[src/rtl/regfile_pkg.sv]
// Shared definitions for the register-file writeback arbiter.
// Holds the default data/address widths, the zero-register address and
// the {addr, data} entry layout used for queued long-latency results.
package regfile_pkg;

  localparam int WIDTH      = 32;
  localparam int ADDR_WIDTH = 5;

  localparam logic [4:0] REG_ZERO = 5'd0;

  typedef struct packed {
    logic [ADDR_WIDTH-1:0] addr;
    logic [WIDTH-1:0]      data;
  } wb_entry_t;

endpackage

[src/rtl/wb_fifo.sv]
// Result queue for long-latency writebacks: circular buffer with
// registered storage, push/pop and an occupancy count.
// Optional macro WB_FWD_EN adds two combinational lookups that return the
// youngest queued entry matching a nonzero register address.
module wb_fifo
  import regfile_pkg::*;
#(
  parameter int width      = WIDTH,
  parameter int addr_width = ADDR_WIDTH,
  parameter int depth      = 2,
  parameter int cnt_width  = $clog2(depth + 1)
) (
  input  logic                  clk,
  input  logic                  rst,
  input  logic                  push,
  input  logic [addr_width-1:0] push_addr,
  input  logic [width-1:0]      push_data,
  input  logic                  pop,
  output logic [addr_width-1:0] head_addr,
  output logic [width-1:0]      head_data,
  output logic [cnt_width-1:0]  count
`ifdef WB_FWD_EN
  ,
  input  logic [addr_width-1:0] lk_addr1,
  input  logic [addr_width-1:0] lk_addr2,
  output logic                  lk_hit1,
  output logic                  lk_hit2,
  output logic [width-1:0]      lk_data1,
  output logic [width-1:0]      lk_data2
`endif
);

  localparam int PW = (depth > 1) ? $clog2(depth) : 1;
  localparam logic [cnt_width-1:0] FULL_C  = cnt_width'(depth);
  localparam logic [cnt_width-1:0] CNT_ONE = cnt_width'(1);
  localparam logic [cnt_width-1:0] CNT_ZERO = cnt_width'(0);
  localparam logic [PW-1:0]        LAST_C  = PW'(depth - 1);
  localparam logic [PW-1:0]        PTR_ONE = PW'(1);
  localparam logic [PW-1:0]        PTR_ZERO = PW'(0);

  logic [addr_width-1:0] mem_addr_r [depth];
  logic [width-1:0]      mem_data_r [depth];
  logic [PW-1:0]         rd_ptr_r;
  logic [PW-1:0]         wr_ptr_r;
  logic [cnt_width-1:0]  count_r;
  logic                  push_ok_s;
  logic                  pop_ok_s;

  function automatic logic [PW-1:0] ptr_next(input logic [PW-1:0] p);
    if (p == LAST_C) begin
      return PTR_ZERO;
    end else begin
      return p + PTR_ONE;
    end
  endfunction

  // Refuse pushes into a full queue and pops from an empty one.
  always_comb begin
    push_ok_s = push && (count_r != FULL_C) && !rst;
    pop_ok_s  = pop && (count_r != CNT_ZERO);
  end

  // Pointer and occupancy bookkeeping; reset empties the queue.
  always_ff @(posedge clk) begin
    if (rst) begin
      rd_ptr_r <= PTR_ZERO;
      wr_ptr_r <= PTR_ZERO;
      count_r  <= CNT_ZERO;
    end else begin
      if (push_ok_s) begin
        wr_ptr_r <= ptr_next(wr_ptr_r);
      end
      if (pop_ok_s) begin
        rd_ptr_r <= ptr_next(rd_ptr_r);
      end
      case ({push_ok_s, pop_ok_s})
        2'b10:   count_r <= count_r + CNT_ONE;
        2'b01:   count_r <= count_r - CNT_ONE;
        default: count_r <= count_r;
      endcase
    end
  end

  // Entry storage; contents are only meaningful while counted as valid.
  always_ff @(posedge clk) begin
    if (push_ok_s) begin
      mem_addr_r[wr_ptr_r] <= push_addr;
      mem_data_r[wr_ptr_r] <= push_data;
    end
  end

  assign head_addr = mem_addr_r[rd_ptr_r];
  assign head_data = mem_data_r[rd_ptr_r];
  assign count     = count_r;

`ifdef WB_FWD_EN
  // Scan oldest to youngest so the youngest matching entry wins.
  always_comb begin
    lk_hit1  = 1'b0;
    lk_hit2  = 1'b0;
    lk_data1 = {width{1'b0}};
    lk_data2 = {width{1'b0}};
    for (int i = 0; i < depth; i++) begin
      int slot;
      slot = int'(rd_ptr_r) + i;
      if (slot >= depth) begin
        slot = slot - depth;
      end else begin
        slot = slot;
      end
      if (i < int'(count_r)) begin
        if ((lk_addr1 != addr_width'(REG_ZERO)) && (mem_addr_r[PW'(slot)] == lk_addr1)) begin
          lk_hit1  = 1'b1;
          lk_data1 = mem_data_r[PW'(slot)];
        end else begin
          lk_hit1 = lk_hit1;
        end
        if ((lk_addr2 != addr_width'(REG_ZERO)) && (mem_addr_r[PW'(slot)] == lk_addr2)) begin
          lk_hit2  = 1'b1;
          lk_data2 = mem_data_r[PW'(slot)];
        end else begin
          lk_hit2 = lk_hit2;
        end
      end else begin
        lk_hit1 = lk_hit1;
      end
    end
  end
`endif

endmodule

[src/rtl/regfile_wb_arbiter.sv]
// Register-file writeback arbiter: merges pipeline writebacks with
// long-latency (mult/div) results into one registered write port.
// Priority: pipeline write to a nonzero register, then the oldest queued
// result, then a same-cycle result bypassing an empty queue.
// Optional macro WB_FWD_EN adds two forwarding lookup ports.
module regfile_wb_arbiter
  import regfile_pkg::*;
#(
  parameter int width      = WIDTH,
  parameter int addr_width = ADDR_WIDTH,
  parameter int depth      = 2
) (
  input  logic                  clk,
  input  logic                  rst,
  input  logic                  pipe_we,
  input  logic [addr_width-1:0] pipe_addr,
  input  logic [width-1:0]      pipe_data,
  input  logic                  lu_valid,
  input  logic [addr_width-1:0] lu_addr,
  input  logic [width-1:0]      lu_data,
  output logic                  lu_ready,
  output logic                  pipe_stall,
  output logic                  RegWrite,
  output logic [addr_width-1:0] W_addr,
  output logic [width-1:0]      W_data
`ifdef WB_FWD_EN
  ,
  input  logic [addr_width-1:0] fwd_addr1,
  input  logic [addr_width-1:0] fwd_addr2,
  output logic                  fwd_hit1,
  output logic                  fwd_hit2,
  output logic [width-1:0]      fwd_data1,
  output logic [width-1:0]      fwd_data2
`endif
);

  localparam int CNT_W = $clog2(depth + 1);
  localparam logic [CNT_W-1:0]      FULL_C = CNT_W'(depth);
  localparam logic [CNT_W-1:0]      EMPTY_C = CNT_W'(0);
  localparam logic [addr_width-1:0] ZERO_C = addr_width'(REG_ZERO);

  logic [CNT_W-1:0]      count_s;
  logic [addr_width-1:0] head_addr_s;
  logic [width-1:0]      head_data_s;
  logic                  pipe_win_s;
  logic                  lu_take_s;
  logic                  push_s;
  logic                  pop_s;
  logic                  wr_en_s;
  logic [addr_width-1:0] wr_addr_s;
  logic [width-1:0]      wr_data_s;

`ifdef WB_FWD_EN
  logic                  q_hit1_s;
  logic                  q_hit2_s;
  logic [width-1:0]      q_data1_s;
  logic [width-1:0]      q_data2_s;
`endif

  wb_fifo #(
    .width      (width),
    .addr_width (addr_width),
    .depth      (depth),
    .cnt_width  (CNT_W)
  ) u_fifo (
    .clk       (clk),
    .rst       (rst),
    .push      (push_s),
    .push_addr (lu_addr),
    .push_data (lu_data),
    .pop       (pop_s),
    .head_addr (head_addr_s),
    .head_data (head_data_s),
    .count     (count_s)
`ifdef WB_FWD_EN
    ,
    .lk_addr1  (fwd_addr1),
    .lk_addr2  (fwd_addr2),
    .lk_hit1   (q_hit1_s),
    .lk_hit2   (q_hit2_s),
    .lk_data1  (q_data1_s),
    .lk_data2  (q_data2_s)
`endif
  );

  // Handshake and stall status come straight from the registered count.
  always_comb begin
    lu_ready   = (count_s < FULL_C) && !rst;
    pipe_stall = (count_s == FULL_C);
    pipe_win_s = pipe_we && (pipe_addr != ZERO_C);
    lu_take_s  = lu_valid && lu_ready && (lu_addr != ZERO_C);
  end

  // Pick the single write for this cycle; an accepted result that does
  // not bypass goes to the queue tail so acceptance order is kept.
  always_comb begin
    wr_en_s   = 1'b0;
    wr_addr_s = {addr_width{1'b0}};
    wr_data_s = {width{1'b0}};
    push_s    = 1'b0;
    pop_s     = 1'b0;
    if (pipe_win_s) begin
      wr_en_s   = 1'b1;
      wr_addr_s = pipe_addr;
      wr_data_s = pipe_data;
      push_s    = lu_take_s;
    end else if (count_s != EMPTY_C) begin
      wr_en_s   = 1'b1;
      wr_addr_s = head_addr_s;
      wr_data_s = head_data_s;
      pop_s     = 1'b1;
      push_s    = lu_take_s;
    end else if (lu_take_s) begin
      wr_en_s   = 1'b1;
      wr_addr_s = lu_addr;
      wr_data_s = lu_data;
    end else begin
      wr_en_s = 1'b0;
    end
  end

  // Registered write port; address/data hold when no write is issued.
  always_ff @(posedge clk) begin
    if (rst) begin
      RegWrite <= 1'b0;
      W_addr   <= {addr_width{1'b0}};
      W_data   <= {width{1'b0}};
    end else begin
      RegWrite <= wr_en_s;
      if (wr_en_s) begin
        W_addr <= wr_addr_s;
        W_data <= wr_data_s;
      end else begin
        W_addr <= W_addr;
        W_data <= W_data;
      end
    end
  end

`ifdef WB_FWD_EN
  // Forwarding: youngest queued match first, else the pending write.
  always_comb begin
    fwd_hit1  = 1'b0;
    fwd_hit2  = 1'b0;
    fwd_data1 = {width{1'b0}};
    fwd_data2 = {width{1'b0}};
    if (q_hit1_s) begin
      fwd_hit1  = 1'b1;
      fwd_data1 = q_data1_s;
    end else if (RegWrite && (fwd_addr1 != ZERO_C) && (fwd_addr1 == W_addr)) begin
      fwd_hit1  = 1'b1;
      fwd_data1 = W_data;
    end else begin
      fwd_hit1 = 1'b0;
    end
    if (q_hit2_s) begin
      fwd_hit2  = 1'b1;
      fwd_data2 = q_data2_s;
    end else if (RegWrite && (fwd_addr2 != ZERO_C) && (fwd_addr2 == W_addr)) begin
      fwd_hit2  = 1'b1;
      fwd_data2 = W_data;
    end else begin
      fwd_hit2 = 1'b0;
    end
  end
`endif

endmodule

[config.mk]
export PLATFORM = sky130hd
export DESIGN_NAME = regfile_wb_arbiter
export DESIGN_NICKNAME = d
export VERILOG_FILES = /design/src/rtl/regfile_pkg.sv /design/src/rtl/wb_fifo.sv /design/src/rtl/regfile_wb_arbiter.sv
export SDC_FILE = /design/constraint.sdc
export NUM_CORES = 1
export LEC_CHECK = 0
export ABC_AREA = 1
export CAP_MARGIN = 25
export CORE_MARGIN = 5
export CORE_UTILIZATION = 55
export DETAILED_ROUTE_END_ITERATION = 8
export GPL_ROUTABILITY_DRIVEN = 1
export HOLD_SLACK_MARGIN = 0.03
export PLACE_DENSITY = 0.88
export SYNTH_ARGS = -nofsm -noshare
export SYNTH_HDL_FRONTEND = slang
export SYNTH_HIERARCHICAL = 1
export SYNTH_SLANG_ARGS = --single-unit
[constraint.sdc]
create_clock -name clk -period 6 [get_ports clk]
set_input_delay 0.9 -clock clk [delete_from_list [all_inputs] [get_ports clk]]
set_output_delay 0.9 -clock clk [all_outputs]
set_load 0.01 [all_outputs]
Word-level counts from Yosys, hierarchy flattened
Memory sizes are Yosys's and may differ from the RTL's. A register that Yosys moved wholly into a read port is not among the register bits.
Index checks and enable logic that the tools add are counted.
- $lt $le $gt $ge: 1
- add/subtract/negate cells: 4
- reductions and logical operators: 12
- muxes and demuxes: 22
- equality and inequality tests: 4
- operator list (kind ; count):
    32-bit 2-to-1 mux ; 3
    1-bit 2-to-1 mux ; 15
    5-bit 2-to-1 mux ; 3
    5-bit nonzero test ; 2
    1-bit logical AND ; 7
    2-bit == test (second input constant) ; 2
    2-bit one-hot mux with 2 select lines ; 1
    2-bit nonzero test ; 2
    1-bit adder (second input constant) ; 2
    2-bit by 1-bit adder with 2-bit output (second input constant) ; 1
    2-bit by 1-bit == test with 1-bit output (second input constant) ; 1
    2-bit < comparator (second input constant) ; 1
    2-bit != test (second input constant) ; 1
    2-bit by 1-bit subtractor with 2-bit output (second input constant) ; 1
    1-bit logical NOT ; 1
- output and inout port bits: 40
- logic and storage cells: 51
- bits in registers: 42
- bits of input ports: 78
- memories kept: 2
- RAM bits: 74
- memories (name ; words ; bits a word ; rd ports ; clocked after memory_dff ; write ports ; RTL line ; source):
    u_fifo.mem_data_r ; 2 ; 32 ; 1 ; 1 ; 1 ; wb_fifo.sv:42 ; logic [width-1:0] mem_data_r [depth];
    u_fifo.mem_addr_r ; 2 ; 5 ; 1 ; 1 ; 1 ; wb_fifo.sv:41 ; logic [addr_width-1:0] mem_addr_r [depth];

Depth between registers and ports, before layout
Gate-level depths: netlist of the first run.
- depth in word-level cells: 10
- gate-level depth with buffers: 15
- gate-level depth less buffers: 13

Cells and area by module
The synthesis of the first run kept the hierarchy.
- by module, submodules not included (module ; area an instance (µm²) ; instances ; cells each ; seq. area each (µm²)):
    wb_fifo ; 3065.4 ; 1 ; 153 ; 2322.2
    regfile_wb_arbiter ; 2738.9 ; 1 ; 470 ; 760.7

Worst setup path before layout of the first run
OpenSTA, ideal clock, no wires.
- path type: input to register
- from: input port pipe_addr[3]
- to: memory u_fifo/mem_addr_r[0][0] (netlist bit) (enable)
- arrival: 3.367 ns
- data required time: 5.569 ns
- slack: 2.202 ns
- setup time: 0.431 ns
- path buffers: 2
- stages: 10
- cells stage by stage: nor2_1 -> nand3b_1 -> nand2_2 -> buf_6 -> buf_4 -> a21oi_1 -> inv_1 -> nor2_1 -> nand2_1 -> nor2_1
- longest elaborated chain between the ends: 7
- RTL lines (what ; RTL line ; source):
    start, declared ; regfile_wb_arbiter.sv:16 ; input logic [addr_width-1:0] pipe_addr,
    5-bit nonzero test ; regfile_wb_arbiter.sv:90 ; pipe_win_s = pipe_we && (pipe_addr != ZERO_C);
    1-bit logical AND ; regfile_wb_arbiter.sv:90 ;
    1-bit 2-to-1 mux ; regfile_wb_arbiter.sv:102 ; if (pipe_win_s) begin
    net push_s ; regfile_wb_arbiter.sv:47 ; logic push_s;
    1-bit logical AND (2 in a row) ; wb_fifo.sv:59 ; push_ok_s = push && (count_r != FULL_C) && !rst;
    1-bit 2-to-1 mux ; wb_fifo.sv:86 ; if (push_ok_s) begin
    1-bit 2-to-1 mux (implied by the code) ; wb_fifo.sv:87 ; mem_addr_r[wr_ptr_r] <= push_addr;
    end, declared ; wb_fifo.sv:41 ;
The timed path passes the listed nets, and every way through them passes these cells.

Final worst setup path of the first run
- from: input port pipe_addr[1]
- to: register W_data[4]
- longest elaborated chain between the ends: 3
- elaborated cells between the ends (all ways): 4
- those cells by class: mux (2); reduce/logical (2)
- RTL lines (what ; RTL line ; source):
    5-bit nonzero test * ; regfile_wb_arbiter.sv:90 ;
    1-bit logical AND * ; regfile_wb_arbiter.sv:90 ;
    32-bit 2-to-1 mux or 1-bit 2-to-1 mux (tied branches) ; regfile_wb_arbiter.sv:102 ;
    end signal, assigned ; regfile_wb_arbiter.sv:127 ; W_data <= {width{1'b0}};
    end signal, assigned ; regfile_wb_arbiter.sv:132 ; W_data <= wr_data_s;
    end signal, assigned ; regfile_wb_arbiter.sv:135 ; W_data <= W_data;
    end, declared ; regfile_wb_arbiter.sv:25 ; output logic [width-1:0] W_data
Every way passes the cells marked *; elsewhere a longest branch is shown, timed or not.
A chain may end at the register's enable or synchronous reset.

==> results of run 1 <==
## kinds of logic (layout without fill, tap and decap cells)
group | count (synthesis) | in the layout | synth area share
buffers and inverters | 93 | 207 | 0.0914
AND/OR/NAND/NOR | 368 | 368 | 0.278
adder cells (fa/ha/maj) | 1 | 1 | 0.00216
AO/OA/AOI/OAI | 7 | 7 | 0.00647
flip-flops | 117 | 117 | 0.531
multiplexers | 37 | 37 | 0.0912
## layer usage
metal / vias to the layer above / wire length, um / part of all wire / GRT usage
met4: 0 / 427 / 0.029 / 0.105
met3: 43 / 1230 / 0.082 / 0.0615
met1: 2318 / 5660 / 0.38 / 0.283
li1: 2272 / - / - / -
met5: - / 0 / 0 / 0
met2: 259 / 7650 / 0.51 / 0.398
## worst min-delay path, cell delays in order (launching register included)
cell and delay [ns]:
dfxtp_1 0.31, inv_1 0.05, nand4_1 0.08, nand2_1 0.06, nor2_1 0.03
## metrics by stage
stage                     area (um^2)  setup slack (ns)  hold WS (ns)  total power (W)  instances
after floorplan                  5800              2.20         0.465          0.00108        623
after global placement           6850              1.98         0.476          0.00120        838
after detailed placement         6890              1.85         0.495          0.00122        840
after CTS                        7460              2.40         0.529          0.00217        872
after global routing             7480              2.48         0.602          0.00225        873
final                            7480              2.69         0.568          0.00217        873
## layout by cell type (no fill, tap or decap), types with 4 or more instances in the layout
master	Yosys	routed
nand2_1	158	158
clkdlybuf4s50_1	0	117
nor2_1	92	91
edfxtp_1	74	74
nand3_1	72	72
inv_1	50	50
dfxtp_1	43	42
nand4_1	39	39
mux2_4	30	30
clkbuf_16	0	16
mux2_2	7	7
clkbuf_8	0	4
clkinv_2	0	4
## worst min path at each step
stage	from	to	slack, ns	cells after the start
final	W_data[24]$_SDFFE_PP0P_	W_data[24]$_SDFFE_PP0P_	0.57	4
after detailed placement	u_fifo/rd_ptr_r$_SDFFE_PP0P_	register	0.50	2
after CTS	u_fifo/rd_ptr_r$_SDFFE_PP0P_	register	0.53	2
after floorplan	u_fifo/rd_ptr_r$_SDFFE_PP0P_	register	0.47	2
after global routing	W_data[27]$_SDFFE_PP0P_	W_data[27]$_SDFFE_PP0P_	0.60	4
after global placement	u_fifo/rd_ptr_r$_SDFFE_PP0P_	u_fifo/rd_ptr_r$_SDFFE_PP0P_	0.48	2
## registers in the layout (all words and copies together), names as in the netlist, named ones only
signal / cells
RegWrite: 1
W_addr: 5
W_data: 32
u_fifo/count: 2
u_fifo/mem_addr_r: 10
u_fifo/mem_data_r: 64
u_fifo/rd_ptr_r: 1
u_fifo/wr_ptr_r: 1
## area by class of cell
cell class	count	area, um^2	area share
clock buffers	23	467	0.0624
well taps	136	170	0.0227
clock inverters	9	103	0.0137
repair buffers	123	1260	0.169
flip-flops and latches	117	3080	0.412
multi-input cells	413	2200	0.294
inverters	52	195	0.0261
## where the power goes
part / internal, W / total [W] / switching, W
Combinational: 0.000144 / 0.000299 / 0.000155
Clock: 0.000620 / 0.000966 / 0.000346
Sequential: 0.000889 / 0.000907 / 0.0000175
Total: 0.00165 / 0.00217 / 0.000519
==> flow_summary.yaml, run 1 <==
status:
  status: "finished, final reports clean"
worst_setup_path:
  reg2reg_to: "u_fifo/mem_data_r[1][19]$_DFFE_PP_"
  critical_path.max_fanout: 104
  crit_cells: 9
  end_kind: "register"
  critPathBufInv: 2
  required_ns: 6.45
  crit_end: "W_data[4]$_SDFFE_PP0P_"
  critPathArrivalTime_ns: 3.77
  setup.worst_path.start: "pipe_addr[1]"
  crit_chain: "clkdlybuf4s50_1 -> nor2_1 -> nand3b_1 -> nand2_4 -> buf_4 -> nand3_4 -> nand2_1 -> nor2_1 -> nor2_1"
  crit_type: "in -> reg"
  r2r-start: "u_fifo/count[1]$_SDFFE_PP0P_"
  path_common_cell: "nor2_1"
  startpoint_type: "primary input"
  cp_slowest_stage_delay_ns: 0.82
  reg2regPathDepth: 8
  slowest_stage: "buf_4"
  reg2reg_setup_slack_ns: 3.20
  path_delay_family: "simple AND/OR/NAND/NOR gates"
grt:
  grt_max_degree: 105
  globalRoute.totalOverflow: 0
  grt_pass1_vias: 4927
  grt_pass1_wl_mm: 23.8
  gr-usage-all-layers: 0.236
  antenna_found_initial: 0
drt:
  drcViolationCount: 0
  drt_iter0_markers: 417
  wl_mm: 15.0
  firstDrtPassIters: 5
  vias_per_cell: 5.60
  wl_per_cell_um: 17.2
  drtAntennaViolNets: 0
  vias: 4892
yosys:
  synth_cell_types: 24
  synth_area_um2: 5800
  syn_avg_cell_area_um2: 9.32
  synth.top_cells.by_area: "edfxtp_1 (38%), dfxtp_1 (15%), nand2_1 (10%)"
  synth_top_area_share: 0.383
  postSynthCellCount: 623
  yosysMostFrequentCell: "nand2_1"
  ys.flop_type: "edfxtp_1"
  ys_seq_area_frac: 0.531
  synthArstFlopShare: 0
  ys_seq_elements: 117
  ys_top_cells_by_count: "nand2_1 (158), nor2_1 (92), edfxtp_1 (74)"
  synth-edff-count: 74
  syn_nets: 702
  ys_warn_count: 6
  yosys.area.top_type: "edfxtp_1"
die:
  dieHeight_um: 113
  coreArea_um2: 10300
  rows: 37
  fp.dieArea_um2: 12700
  ioPinCount: 118
  die_w_um: 113
  start_util: 0.562
layout:
  area_delta_synth_final_pct: 28.9
  utilization: 0.725
  nFillCells: 699
  diodes: 0
  drive_gt1_frac: 0.110
  nets: 803
timing:
  final-hold-violation-count: 0
  worst_pin_slew_ns: 1.05
  max-slew-margin-rel: 0.303
  period_share: 0.552
  rsz0062_at_grt: "no"
  max_freq_ghz: 0.302
  finalClockSkew_ns: 0.00437
  setup_violations: 0
  finalSetupTns_ns: 0
  slew_violations: 0
  fin_crit_ns: 3.31
clock_tree:
  cts_num_sinks: 117
  h-tree-depth: 4
  clockRootBuffer: "clkbuf_8"
  tritoncts: "done"
  postCtsResizedCells: 0
  cts_setup_buffers: 0
  cts.path.max_buffers: 2
  clk_latency_ns: 0.52
  ctsHoldBuffers: 0
  cts.clk_slew.worst_paths_ns: 0.05
  cts_buffers: 17
power:
  vdd_drop_max_v: 0.000179
  powerDensity_nw_per_um2: 290
  p_leak_nw: 3.13
place:
  numPortBuffers: 117
  place.detailed.hpwl_mm: 9.13
  gp_congestion: 0.797
hold_path:
  hold_class: "reg -> reg"
run:
  drv_cap: 0
No activity file was read; power rests on OpenSTA's default activity.
==> run 2, diff against run 1 <==
- CORE_UTILIZATION: 55 -> 47
- PLACE_DENSITY: 0.88 -> 0.8
- clock period: 6 -> 2.92 ns (I/O delays scaled with it)
==> run 2 against run 1 <==
Worst setup slack got worse by 2.0 ns. Core utilization decreased by 9.6 points. Register-to-register slack got worse by 2.5 ns. Clock power up 120%. Design area grew 1.4%. Non-clock buffer count grew 7. Routed wire length is 5.0% lower. Hold slack got worse by 0.064 ns. Sequential power is 110% higher. Cell count rose by 4.5%. Flip-flop and latch count unchanged. Largest power group unchanged.
==> flow_summary.yaml, run 2 (same netlist as run 1, synthesis figures left out) <==
run:
  drv_cap: 0
die:
  rows: 40
  start_util: 0.481
  fp.dieArea_um2: 14700
  ioPinCount: 118
  coreArea_um2: 12100
  die_w_um: 121
  dieHeight_um: 121
timing:
  final-hold-violation-count: 0
  rsz0062_at_grt: "no"
  slew_violations: 0
  fin_crit_ns: 2.27
  max_freq_ghz: 0.440
  finalClockSkew_ns: 0.0150
  worst_pin_slew_ns: 0.683
  max-slew-margin-rel: 0.545
  finalSetupTns_ns: 0
  period_share: 0.778
  setup_violations: 0
worst_setup_path:
  startpoint_type: "primary input"
  crit_chain: "clkdlybuf4s50_1 -> nor2_1 -> clkdlybuf4s50_1"
  path_common_cell: "clkdlybuf4s50_1"
  cp_slowest_stage_delay_ns: 0.59
  critPathArrivalTime_ns: 1.83
  critical_path.max_fanout: 5
  slowest_stage: "clkdlybuf4s50_1"
  crit_type: "in -> out"
  required_ns: 2.48
  end_kind: "output pin"
  reg2reg_setup_slack_ns: 0.71
layout:
  top_register: "u_fifo/mem_data_r"
  nets: 810
  final_cell_mix: "nand2_1 (158), clkdlybuf4s50_1 (117), nor2_1 (91), edfxtp_1 (74), nand3_1 (72)"
  drive_gt1_frac: 0.120
  layout_commonest_cell: "nand2_1"
  final_cells: 912
  area_delta_synth_final_pct: 30.7
  nFillCells: 959
  top_regs: "u_fifo/mem_data_r x64, W_data x32, u_fifo/mem_addr_r x10"
  diodes: 0
  largest_reg_flops: 64
clock_tree:
  cts_buffers: 17
  cts.path.max_buffers: 2
  clockRootBuffer: "clkbuf_16"
  postCtsResizedCells: 0
  cts_num_sinks: 117
  cts_setup_buffers: 0
  ctsHoldBuffers: 0
  h-tree-depth: 4
  tritoncts: "done"
  cts.clk_slew.worst_paths_ns: 0.05
  clk_latency_ns: 0.41
power:
  pwr-share-seq: 0.408
  vdd_drop_max_v: 0.000375
  p_clk_frac: 0.460
  p_int_w: 0.00352
  p_switching_w: 0.00104
  powerDensity_nw_per_um2: 602
  switching_share: 0.228
  combPwrFrac: 0.132
  p_leak_nw: 3.18
drt:
  wl_mm: 14.2
  drcViolationCount: 0
  drtAntennaViolNets: 0
  wl_per_cell_um: 15.6
  vias: 4693
  met3_length_mm: 1.01
  top_layer_used: "met4"
  firstDrtPassIters: 5
  drt_iter0_markers: 448
  dr_wl_met2_mm: 7.06
  vias_per_cell: 5.15
  wl_met1_mm: 5.95
grt:
  grt_max_degree: 62
  antenna_found_initial: 0
  grt_pass1_wl_mm: 23.2
  grt_pass1_vias: 4826
  gr-usage-all-layers: 0.201
  globalRoute.totalOverflow: 0
place:
  gp_congestion: 0.809
  numPortBuffers: 117
  place.detailed.hpwl_mm: 9.37
  dp_cells: 880
hold_path:
  hold_class: "reg -> reg"
status:
  status: "finished, final reports clean"
-- run 2: final timing paths --
check	from	to	cells after the start
min	u_fifo/rd_ptr_r$_SDFFE_PP0P_	u_fifo/rd_ptr_r$_SDFFE_PP0P_	2
max	rst	lu_ready	3
min reg2reg	u_fifo/rd_ptr_r$_SDFFE_PP0P_	u_fifo/rd_ptr_r$_SDFFE_PP0P_	2
max reg2reg	u_fifo/count[1]$_SDFFE_PP0P_	W_data[27]$_SDFFE_PP0P_	6
-- run 2: layout make-up --
| type | count | area [um^2] | share of cell area |
|---|---|---|---|
| flip-flops and latches | 117 | 3080 | 0.406 |
| multi-input cells | 413 | 2200 | 0.290 |
| repair buffers | 130 | 1290 | 0.170 |
| clock buffers | 22 | 474 | 0.0625 |
| well taps | 168 | 210 | 0.0277 |
| inverters | 52 | 195 | 0.0257 |
| clock inverters | 10 | 128 | 0.0168 |
-- run 2: metrics by stage --
| stage | cell area [um^2] | power (W) | util | setup WS [ns] | hold slack [ns] |
|---|---|---|---|---|---|
| after detailed placement | 6990 | 0.00250 | 0.579 | 0.246 | 0.495 |
| after global placement | 6990 | 0.00248 | 0.579 | 0.320 | 0.480 |
| after global routing | 7590 | 0.00474 | 0.629 | 0.439 | 0.534 |
| after floorplan | 5810 | 0.00221 | - | 0.192 | 0.465 |
| after CTS | 7590 | 0.00459 | 0.629 | 0.647 | 0.508 |
| final | 7590 | 0.00457 | 0.629 | 0.648 | 0.504 |
-- run 2: metal layers --
| metal | vias up | GRT usage |
|---|---|---|
| met2 | 185 | 0.344 |
| li1 | 2290 | - |
| met3 | 17 | 0.0597 |
| met5 | - | 0 |
| met4 | 0 | 0.0693 |
| met1 | 2201 | 0.241 |
-- run 2: worst max-delay path: cells and delay by family --
kind                   cells  cell delay (ns)
buffers and inverters      2             1.13
AND/OR/NAND/NOR            1             0.27
-- run 2: power by group through the flow --
stage	Sequential (W)	Combinational [W]	Clock (W)
final	0.00186	0.000604	0.00210
after global routing	0.00187	0.000673	0.00220
after CTS	0.00186	0.000608	0.00212
after detailed placement	0.00190	0.000602	0
after global placement	0.00189	0.000586	0
after floorplan	0.00192	0.000299	0
==> run 3, diff against run 2 <==
- CORE_UTILIZATION: 47 -> 52
- PLACE_DENSITY: 0.8 -> 0.84
- clock period: 2.92 -> 2.3 ns (I/O delays scaled with it)
==> run 3 against run 2 <==
Non-clock buffer count grew 11. Largest power group unchanged. Core utilization is 8.4 points higher. Highest routed layer unchanged. Critical path depth grew 1. Largest cell class unchanged. Hold slack lost 0.065 ns.
==> flow_summary.yaml, run 3 (same netlist as run 1, synthesis figures left out) <==
layout:
  final_area_um2: 7770
  final_cells: 895
  layout_commonest_cell: "nand2_1"
  drive_gt1_frac: 0.134
  diodes: 0
  nets: 821
  largest_reg_flops: 64
  top_regs: "u_fifo/mem_data_r x64, W_data x32, u_fifo/mem_addr_r x10"
  top_register: "u_fifo/mem_data_r"
  final_cell_mix: "nand2_1 (158), clkdlybuf4s50_1 (117), nor2_1 (90), edfxtp_1 (74), nand3_1 (72)"
  utilization: 0.713
  area_delta_synth_final_pct: 33.8
drt:
  vias: 4909
  drcViolationCount: 0
  top_layer_used: "met4"
  dr_wl_met2_mm: 7.48
  drt_iter0_markers: 474
  firstDrtPassIters: 5
  vias_per_cell: 5.48
  met3_length_mm: 1.25
  wl_met1_mm: 5.95
  drtAntennaViolNets: 0
  wl_per_cell_um: 16.8
  wl_mm: 15.0
clock_tree:
  ctsHoldBuffers: 0
  cts.path.max_buffers: 2
  clk_latency_ns: 0.52
  clockRootBuffer: "clkbuf_8"
  h-tree-depth: 4
  cts_setup_buffers: 0
  tritoncts: "done"
  cts_num_sinks: 117
  cts_buffers: 17
  cts.clk_slew.worst_paths_ns: 0.06
  postCtsResizedCells: 0
die:
  start_util: 0.533
  ioPinCount: 118
  rows: 38
  coreArea_um2: 10900
  die_w_um: 116
  fp.dieArea_um2: 13400
  dieHeight_um: 116
grt:
  grt_max_degree: 55
  gr-usage-all-layers: 0.234
  grt_pass1_vias: 4990
  globalRoute.totalOverflow: 0
  antenna_found_initial: 0
  grt_pass1_wl_mm: 24.3
run:
  drv_cap: 0
power:
  power_w: 0.00608
  switching_share: 0.227
  combPwrFrac: 0.132
  p_leak_nw: 3.26
  p_clk_frac: 0.479
  vdd_drop_max_v: 0.000433
  powerDensity_nw_per_um2: 782
  p_int_w: 0.00470
  p_switching_w: 0.00138
  pwr-share-seq: 0.389
worst_setup_path:
  critical_path.max_fanout: 4
  critPathArrivalTime_ns: 1.80
  slowest_stage: "clkdlybuf4s50_1"
  crit_chain: "clkdlybuf4s50_1 -> buf_4 -> nor2_1 -> clkdlybuf4s50_1"
  required_ns: 1.96
  crit_type: "in -> out"
  path_common_cell: "clkdlybuf4s50_1"
  end_kind: "output pin"
  cp_slowest_stage_delay_ns: 0.60
  critPathBufInv: 3
  startpoint_type: "primary input"
  path_delay_family: "buffers and inverters"
hold_path:
  hold_class: "in -> reg"
timing:
  slew_violations: 0
  worst_pin_slew_ns: 0.709
  finalClockSkew_ns: 0.00556
  period_share: 0.931
  final-hold-violation-count: 0
  max_freq_ghz: 0.467
  max-slew-margin-rel: 0.527
  rsz0062_at_grt: "no"
  setup_violations: 0
  finalSetupTns_ns: 0
  fin_crit_ns: 2.14
place:
  dp_cells: 863
  gp_congestion: 0.866
  place.detailed.hpwl_mm: 9.52
  dpl-instance-area_um2: 7110
  numPortBuffers: 117
status:
  status: "finished, final reports clean"
run 3: final cells by class:
type | count | area, um^2
Clock buffer | 20 | 425
Clock inverter | 12 | 226
Fill cell | 727 | 3120
Inverter | 52 | 199
Multi-Input combinational cell | 413 | 2210
Sequential cell | 117 | 3080
Tap cell | 140 | 175
Timing Repair Buffer | 141 | 1450
run 3: worst paths after layout:
check / startpoint / to / slack, ns / cells past startpoint
setup / recovery: rst / lu_ready / 0.16 / 4
hold / removal: lu_data[13] / u_fifo/mem_data_r[1][13]$_DFFE_PP_ / 0.44 / 1
setup reg to reg: u_fifo/count[1]$_SDFFE_PP0P_ / u_fifo/count[1]$_SDFFE_PP0P_ / 0.23 / 12
hold reg to reg: u_fifo/rd_ptr_r$_SDFFE_PP0P_ / u_fifo/rd_ptr_r$_SDFFE_PP0P_ / 0.51 / 2
run 3: power groups by stage:
stage          Clock [W]  Combinational (W)  Sequential, W
2_1_floorplan          0           0.000380        0.00243
3_3_place_gp           0           0.000768        0.00240
3_5_place_dp           0           0.000793        0.00241
4_1_cts          0.00294           0.000804        0.00236
5_1_grt          0.00307           0.000881        0.00237
6_report         0.00291           0.000805        0.00236
run 3: metal layers:
layer,global-route usage,vias to the layer above
met5,0,-
met4,0.0920,0
met3,0.0705,41
met2,0.385,253
met1,0.292,2302
li1,-,2313
run 3: worst register-to-register path: stages, from the launching register on:
cell and delay (ns):
dfxtp_1 0.40, nor3b_2 0.23, nand2_2 0.09, a21oi_1 0.17, inv_1 0.09, nor2_2 0.14
nand2_1 0.14, ha_1 0.37, inv_1 0.09, nand2_1 0.05, nor2_1 0.08, nor2_1 0.04
nor2_1 0.10
run 3: metrics by stage:
step | hold WS (ns) | worst slack (ns)
2_1_floorplan | 0.444 | 0.0148
3_3_place_gp | 0.483 | -0.00398
3_5_place_dp | 0.502 | -0.175
4_1_cts | 0.414 | 0.171
5_1_grt | 0.427 | 0.0334
6_report | 0.439 | 0.160
